--- src/rtl/ulpi_phy_responder.sv ---
// ulpi_phy_responder: PHY-side ULPI bus end that acks link TX CMD bytes and turns the bus around for RX packets.
// Optional ULPI_PHY_STALL_EN adds LFSR-driven random stalls before nxt is raised on TX.
module ulpi_phy_responder #(
  parameter int NXT_DELAY     = 1,
  parameter int RX_IDLE_LIMIT = 16
) (
  input  logic       clk,
  input  logic       reset_n,
  output logic       ulpi_dir,
  output logic       ulpi_nxt,
  output logic [7:0] ulpi_data_o,
  output logic       ulpi_data_oe,
  input  logic [7:0] ulpi_data_i,
  input  logic       rx_valid,
  input  logic [7:0] rx_data,
  input  logic       rx_last,
  output logic       rx_ready,
  input  logic [7:0] rx_cmd,
  output logic       cmd_valid,
  output logic [7:0] cmd_data,
  output logic       busy
);
  localparam logic [3:0] DLY = NXT_DELAY[3:0];
  localparam logic [5:0] LIM = RX_IDLE_LIMIT[5:0];
  // Each RX state is named for what the bus shows during it; RXDATA opens with the RX CMD byte
  // while the first packet byte is already being consumed, and RXLAST shows the final byte or fill.
  typedef enum logic [2:0] {IDLE, TX_WAIT, TX_ACK, TURN_OUT, RXDATA, RXLAST, TURN_IN} state_t;
  state_t state;
  logic [3:0] dcnt;
  logic [4:0] icnt;
  logic go;
  logic abort;
`ifdef ULPI_PHY_STALL_EN
  logic [15:0] lfsr;
  always_ff @(posedge clk or negedge reset_n)
    if (!reset_n) lfsr <= 16'hACE1;
    else lfsr <= {lfsr[14:0], lfsr[15] ^ lfsr[13] ^ lfsr[12] ^ lfsr[10]};
  always_comb go = lfsr[0];
`else
  always_comb go = 1'b1;
`endif
  always_comb begin
    rx_ready = state == RXDATA;
    busy = state != IDLE;
    abort = LIM != 6'd0 && ({1'b0, icnt} + 6'd1) == LIM;
  end
  always_ff @(posedge clk or negedge reset_n) begin
    if (!reset_n) begin
      state <= IDLE;
      ulpi_dir <= 1'b0;
      ulpi_nxt <= 1'b0;
      ulpi_data_o <= 8'd0;
      ulpi_data_oe <= 1'b0;
      cmd_valid <= 1'b0;
      cmd_data <= 8'd0;
      dcnt <= 4'd0;
      icnt <= 5'd0;
    end else begin
      cmd_valid <= 1'b0;
      case (state)
        IDLE:
          if (ulpi_data_i != 8'd0) begin
            if (DLY == 4'd0 && go) begin
              ulpi_nxt <= 1'b1;
              state <= TX_ACK;
            end else begin
              dcnt <= DLY == 4'd0 ? 4'd0 : DLY - 4'd1;
              state <= TX_WAIT;
            end
          end else if (rx_valid) begin
            ulpi_dir <= 1'b1;
            ulpi_data_oe <= 1'b0;
            state <= TURN_OUT;
          end
        TX_WAIT:
          if (ulpi_data_i == 8'd0) state <= IDLE;
          else if (dcnt == 4'd0 && go) begin
            ulpi_nxt <= 1'b1;
            state <= TX_ACK;
          end else if (dcnt != 4'd0) dcnt <= dcnt - 4'd1;
        TX_ACK: begin
          cmd_data <= ulpi_data_i;
          cmd_valid <= 1'b1;
          ulpi_nxt <= 1'b0;
          state <= IDLE;
        end
        TURN_OUT: begin
          ulpi_data_oe <= 1'b1;
          ulpi_data_o <= rx_cmd;
          ulpi_nxt <= 1'b0;
          icnt <= 5'd0;
          state <= RXDATA;
        end
        RXDATA:
          if (rx_valid) begin
            ulpi_data_o <= rx_data;
            ulpi_nxt <= 1'b1;
            icnt <= 5'd0;
            if (rx_last) state <= RXLAST;
          end else begin
            ulpi_data_o <= rx_cmd;
            ulpi_nxt <= 1'b0;
            icnt <= icnt == 5'd31 ? 5'd31 : icnt + 5'd1;
            if (abort) state <= RXLAST;
          end
        RXLAST: begin
          ulpi_dir <= 1'b0;
          ulpi_data_oe <= 1'b0;
          ulpi_nxt <= 1'b0;
          ulpi_data_o <= 8'd0;
          state <= TURN_IN;
        end
        TURN_IN: state <= IDLE;
        default: state <= IDLE;
      endcase
    end
  end
endmodule

--- config.mk ---
export PLATFORM = sky130hd
export DESIGN_NAME = ulpi_phy_responder
export DESIGN_NICKNAME = d
export VERILOG_FILES = /design/src/rtl/ulpi_phy_responder.sv
export SDC_FILE = /design/constraint.sdc
export NUM_CORES = 1
export LEC_CHECK = 0
export ABC_AREA = 0
export BUFFER_PORTS_ARGS = -buffer_cell sky130_fd_sc_hd__buf_2
export CORE_UTILIZATION = 45
export DETAILED_ROUTE_END_ITERATION = 7
export HOLD_SLACK_MARGIN = 0.1
export PLACE_DENSITY = 0.74
export SLEW_MARGIN = 20
export SYNTH_ARGS = -nofsm -noshare
export SYNTH_HDL_FRONTEND = slang
export SYNTH_SLANG_ARGS = --single-unit
--- constraint.sdc ---
create_clock -name clk -period 1.4 [get_ports clk]
set_input_delay 0.14 -clock clk [delete_from_list [all_inputs] [get_ports clk]]
set_output_delay 0.14 -clock clk [all_outputs]
set_load 0.005 [all_outputs]
==> results of run 1 <==
==> cell usage after synthesis, drive strengths merged <==
library cell | count | area, µm²
a211o | 1 | 8.76
a211oi | 1 | 7.51
a21o | 1 | 7.51
a21oi | 14 | 73.8
a221oi | 1 | 8.76
a22o | 1 | 8.76
a22oi | 8 | 60.1
a32o | 1 | 10.0
and2 | 1 | 6.26
buf | 3 | 21.3
clkbuf | 3 | 11.3
dfrtp | 32 | 801
ha | 4 | 50.1
inv | 9 | 33.8
mux2 | 8 | 90.1
mux2i | 1 | 10.0
nand2 | 11 | 41.3
nand2b | 2 | 12.5
nand3 | 3 | 15.0
nand4b | 1 | 8.76
nor2 | 19 | 73.8
nor2b | 2 | 12.5
nor3 | 3 | 26.3
nor3b | 1 | 7.51
nor4 | 3 | 31.3
o211ai | 1 | 7.51
o21ai | 10 | 53.8
o21bai | 1 | 7.51
o221ai | 2 | 23.8
o22a | 1 | 8.76
o22ai | 2 | 12.5
o31a | 1 | 8.76
o31ai | 1 | 7.51
or2 | 2 | 12.5
or3 | 2 | 12.5
or3b | 1 | 8.76
or4b | 1 | 10.0
==> cell type report <==
cell class / instances / area [µm²]
Sequential cell: 32 / 802
Clock buffer: 8 / 58.8
Fill cell: 192 / 764
Timing Repair Buffer: 108 / 767
Multi-Input combinational cell: 114 / 906
Tap cell: 46 / 57.6
Inverter: 9 / 33.8
==> kinds of logic (layout without fill, tap and decap cells) <==
family | Yosys count | in the layout
muxes | 9 | 9
and+or+nand+nor | 52 | 52
buffers and inverters | 15 | 125
adders and majority gates | 4 | 4
AOI/OAI and AO/OA | 47 | 49
DFF | 32 | 32
==> flip-flops by register name, summed over array words and instances (netlist names) <==
| signal | cells |
|---|---|
| cmd_data | 8 |
| cmd_valid | 1 |
| dcnt | 4 |
| icnt | 5 |
| state | 3 |
| ulpi_data_o | 8 |
| ulpi_data_oe | 1 |
| ulpi_dir | 1 |
| ulpi_nxt | 1 |
==> worst max-delay path: cells and delay by family (launching register included) <==
family                 cells  cell delay, ns
DFF                        1            0.45
buffers and inverters      2            0.23
and+or+nand+nor            1            0.41
==> how the worst max path moves through the flow <==
stage	slack, ns	start	to	depth (start not counted)
6_report	-0.19	state[1]$_DFFE_PN0P_	busy	3
5_1_grt	-0.22	state[1]$_DFFE_PN0P_	state[0]$_DFFE_PN0P_	5
4_1_cts	-0.16	state[2]$_DFFE_PN0P_	state[0]$_DFFE_PN0P_	4
3_5_place_dp	-0.11	state[2]$_DFFE_PN0P_	dcnt[1]$_DFFE_PN0P_	4
3_3_place_gp	-0.08	state[0]$_DFFE_PN0P_	state[0]$_DFFE_PN0P_	3
2_1_floorplan	-0.07	state[1]$_DFFE_PN0P_	state[0]$_DFFE_PN0P_	5
==> where the power goes <==
group          internal [W]  leakage, nW  switching (W)  total (W)
logic               0.00153        0.816        0.00141    0.00294
registers           0.00132        0.390       0.000280    0.00160
clock network      0.000248       0.0326       0.000337   0.000584
total               0.00309         1.24        0.00203    0.00512
==> per-stage QoR <==
stage / hold slack, ns / TNS (ns) / total power (W) / cells
2_1_floorplan: -0.156 / -0.248 / 0.00281 / 159
3_3_place_gp: 0.184 / -1.00 / 0.00369 / 281
3_5_place_dp: 0.185 / -1.78 / 0.00374 / 281
4_1_cts: 0.101 / -2.10 / 0.00468 / 311
5_1_grt: 0.106 / -3.80 / 0.00545 / 317
6_report: 0.0935 / -2.42 / 0.00512 / 317
==> repair_timing <==
item / 4_1_cts / 5_1_grt
cloned: 1 / 1
gates resized for setup: 16 / 28
hold buffers: 15 / 2
pin swaps: 6 / 9
buffers inserted: 6 / 3
endpoints found under the setup margin: 29 / 31
hold endpoints to repair: 46 / 1
==> routing by layer <==
layer  global-route usage (%)  vias to the layer above  wire [µm]
li1                         -                      800          -
met1                     33.8                      835       1990
met2                     44.7                       54       2740
met3                     6.63                       17        219
met4                     13.3                        0        143
met5                        0                        -          0
==> results.ini, run 1 <==
[timing]
finalSetupViolCount = 28
setup_slack_ns = -0.187
rsz0062_at_grt = yes
slew_headroom_pct = 72.8
slew_violations = 0
timing.fmax_ghz = 0.630
fin_crit_sh_pct = 113
skew_ns = 0.0112
tightest_slew_ns = 0.405
hold_viol = 0
fin_crit_ns = 1.59

[route]
vias = 1706
drc = 0
drt_iter0_markers = 88
firstDrtPassIters = 4
wire_per_inst_um = 16.1
vias_per_cell = 5.38
routed_wl_um = 5090
ant_nets = 0

[critical_path]
r2r_slack_ns = -0.19
slowest_delay_ns = 0.45
ff2ff_path_depth = 5
endpoint_kind = primary output
slowest_stage = dfrtp_2
r2r-start = state[1]$_DFFE_PN0P_
cp.required_ns = 1.26
critPathArrivalTime_ns = 1.45
cp_max_fo = 5
crit_type = flop to primary output
worst_setup_path_start_kind = flop
cp_common_cell = buf_6
rr_endpoint = state[0]$_DFFE_PN0P_
path_cells = or3_4 > buf_6 > buf_6

[logic_synthesis]
yosys.area_share.simple_pct = 17.3
muxShareOfSynthArea_pct = 6.21
synth_cell_types = 46
ys_seq_area_share_pct = 49.7
synth-compound-area-share_pct = 19.6
netlist_area_um2 = 1610
synth-xor-area-share_pct = 0
synth_area_per_cell_um2 = 10.1
synth_top_family_by_area = compound AO/OA/AOI/OAI gates
synth.ff_latch_count = 32
syn_inst = 159
synthesis.nets = 191
yosysWarningCount = 0
synth-adder-area-share_pct = 3.11

[global_route]
antenna_found_initial = 0
grt_usage_pct = 27.2
grt.overflow.total = 0
grt_pass1_wl_um = 7190
grt_pass1_vias = 1563
grt_max_degree = 33

[power_and_ir_drop]
p_leak_nw = 1.24
power.density_nw_per_um2 = 1950
max-vdd-ir-drop_mv = 1.19

[clocking]
cts_tree = built
numClockSinks = 32
clockRootBuffer = clkbuf_4
clk_pin_slew_ns = 0.11
h-tree-depth = 2
cts_inserted_buffers = 5
clk_latency_ns = 0.36
clk_path_buf_depth = 2

[place]
place_ws_ns = -0.114
place.gp.congestion = 0.824
placed_area_um2 = 2140
place_hpwl_um = 2740
port_buffers = 49

[floorplanning]
row_count = 21
start_util_pct = 47.5
die_w_um = 61.8
dieArea_um2 = 3820
coreArea_um2 = 3390
die_height_um = 61.8
pin_count = 50

[finish]
diodes = 0
fin_util_pct = 77.4
synthToLayoutAreaGrowth_pct = 62.9
stdcell_area_um2 = 2630
drive_gt1_share_pct = 51.7
layout_common_cells = 48 x buf_2, 34 x buf_4, 31 x dfrtp_1
nets = 302
layout_commonest_cell = buf_2

[worst_hold_path]
hold_path_startpoint = rx_data[2]
min_path_type = primary input to flop
min_to = ulpi_data_o[2]$_DFFE_PN0N_
hold_depth = 3

[outcome]
violations = negative setup slack
outcome = finished with violations

[flow_run]
drv_cap = 0

No activity file was read; power rests on OpenSTA's default activity.
==> inputs of run 2 (changes only) <==
PLACE_DENSITY = 0.73   (was 0.74)
==> results.ini, run 2 (same netlist as run 1, synthesis figures left out) <==
[outcome]
outcome = finished with violations
violations = negative setup slack

[finish]
layout_commonest_cell = buf_2
nFillCells = 202  ; +5.2%
layout_common_cells = 48 x buf_2, 34 x buf_4, 29 x dfrtp_1
stdcell_area_um2 = 2650  ; +0.95%
fin_util_pct = 78.2  ; +0.74 points
largestRegisters = cmd_data x8, ulpi_data_o x8, icnt x5
multi_input_area_um2 = 941  ; +3.9%
drive_gt1_share_pct = 53.4  ; +1.7 points
nets = 295  ; -2.3%
diodes = 0  ; unchanged
synthToLayoutAreaGrowth_pct = 64.4
seqCellArea_um2 = 805  ; +0.31%

[clocking]
cts_tree = built
clk_pin_slew_ns = 0.10  ; about the same
clk_latency_ns = 0.33  ; -0.03 ns
cts_inserted_buffers = 5  ; unchanged
clk_path_buf_depth = 2  ; unchanged
numClockSinks = 32  ; unchanged
clockRootBuffer = clkbuf_4
h-tree-depth = 2  ; unchanged

[timing]
finalSetupViolCount = 30  ; +7.1%
setup_slack_ns = -0.163  ; +0.0237 ns
fin_crit_sh_pct = 112  ; -1.7 points
holdWs_ns = 0.0886  ; -0.00493 ns
hold_viol = 0  ; unchanged
slew_violations = 0  ; unchanged
tns_ns = -2.00  ; +0.426 ns
rsz0062_at_grt = yes
fin_crit_ns = 1.56  ; -0.0237 ns
skew_ns = 0.00554  ; -0.00566 ns
timing.fmax_ghz = 0.640  ; +1.5%
tightest_slew_ns = 0.416  ; +0.0112 ns
slew_headroom_pct = 72.2  ; -0.52 points

[route]
drc = 0  ; unchanged
routed_wl_um = 4730  ; -7.1%
firstDrtPassIters = 4  ; unchanged
wire_per_inst_um = 15.3  ; -5.0%
wl_met2_um = 2560  ; -6.6%
top_layer = met4
vias_per_cell = 5.39  ; +0.10%
wl_met3_um = 189  ; -14%
ant_nets = 0  ; unchanged
drt_iter0_markers = 66  ; -25%
vias = 1670  ; -2.1%
met1Wirelength_um = 1870  ; -6.2%

[power_and_ir_drop]
p_sw_w = 0.00194  ; -4.6%
clkPwrFrac_pct = 15.0  ; +3.6 points
p_leak_nw = 1.25  ; +0.61%
seqPwrFrac_pct = 30.3  ; -0.9 points
finalPower_w = 0.00535  ; +4.3%
switching_share_pct = 36.2  ; -3.4 points
power.density_nw_per_um2 = 2020  ; +3.3%
p_int_w = 0.00341  ; +10%
combPwrFrac_pct = 54.8  ; -2.6 points
max-vdd-ir-drop_mv = 1.35  ; +13%

[floorplanning]
pin_count = 50  ; unchanged
row_count = 21  ; unchanged
coreArea_um2 = 3390  ; unchanged
dieArea_um2 = 3820  ; unchanged
die_w_um = 61.8  ; unchanged
die_height_um = 61.8  ; unchanged
start_util_pct = 47.5  ; unchanged

[critical_path]
crit_type = flop to primary output
cp_common_cell = buf_6
endpoint_kind = primary output
cp.required_ns = 1.26  ; about the same
critPathTopFamily = flip-flops
worst_setup_path_start_kind = flop
critPathBufInv = 2  ; unchanged
path_cells = or3_4 > buf_6 > buf_6
slowest_stage = dfrtp_2
slowest_delay_ns = 0.45  ; about the same
critPathArrivalTime_ns = 1.42  ; -0.03 ns
cp_max_fo = 5  ; unchanged

[global_route]
antenna_found_initial = 0  ; unchanged
grt_pass1_vias = 1617  ; +3.5%
grt_max_degree = 33  ; unchanged
grt_usage_pct = 25.7  ; -1.5 points
grt.overflow.total = 0  ; unchanged
grt_pass1_wl_um = 6990  ; -2.8%

[place]
place_hpwl_um = 2940  ; +7.3%
port_buffers = 49  ; unchanged
placed_area_um2 = 2100  ; -2.1%
place.gp.congestion = 0.931  ; +13%

[flow_run]
drv_cap = 0  ; unchanged

[worst_hold_path]
min_path_type = primary input to flop

[run 2: cell types whose count changed in the layout (fill, tap and decap cells not counted), moves of 4 or more]
| cell | previous run | this run |
|---|---|---|
| mux2_2 | 8 | 0 |
| mux2_4 | 0 | 8 |
| nand2_1 | 7 | 11 |
| nand2_2 | 4 | 0 |
| dlygate4sd3_1 | 17 | 11 |
[run 2: stage by stage]
stage               setup slack [ns]  cells
global placement             -0.0682    275
floorplan                    -0.0727    159
CTS                           -0.160    302
detailed placement            -0.131    275
global route                  -0.202    310
finish                        -0.163    310
[run 2: power groups by stage]
stage	combinational (W)	sequential, W	clock, W
global route	0.00316	0.00166	0.000843
global placement	0.00204	0.00157	0
finish	0.00293	0.00162	0.000799
CTS	0.00263	0.00159	0.000803
detailed placement	0.00212	0.00160	0
floorplan	0.00120	0.00161	0
[run 2: final cells by class]
class,count,share of cell area [%]
clock buffers,7,2.46
clock inverters,1,1.13
inverters,9,1.27
multi-input cells,112,35.5
flip-flops and latches,32,30.4
well taps,46,2.17
repair buffers,103,27.1
[run 2: routing by layer]
metal	vias to the layer above	track usage, %
met4	0	14.0
met3	14	7.87
li1	783	-
met5	-	0
met2	50	46.1
met1	823	26.9
[run 2: what timing repair did]
action,4_1_cts,5_1_grt
hold buffers,10,1
setup endpoints to repair,30,29
gates resized for setup,40,17
buffers inserted,10,7
pin swaps,14,17
hold endpoints to repair,41,1
gates cloned,0,0
[run 2: path summary, 6_finish.rpt]
check	start	end	slack [ns]	cells after the start
max	state[2]$_DFFE_PN0P_	busy	-0.16	3
min	rx_cmd[5]	ulpi_data_o[5]$_DFFE_PN0N_	0.09	3
max reg2reg	state[1]$_DFFE_PN0P_	state[0]$_DFFE_PN0P_	-0.16	4
min reg2reg	cmd_data[0]$_DFFE_PN0P_	cmd_data[0]$_DFFE_PN0P_	0.52	1
max in group asynchronous	reset_n	state[2]$_DFFE_PN0P_	0.73	3
min in group asynchronous	reset_n	dcnt[0]$_DFFE_PN0P_	0.36	3
[run 2: worst min-delay path, delay by kind of cell]
family,cells,cell delay [ns]
compound gates,2,0.16
buf+inv,1,0.08
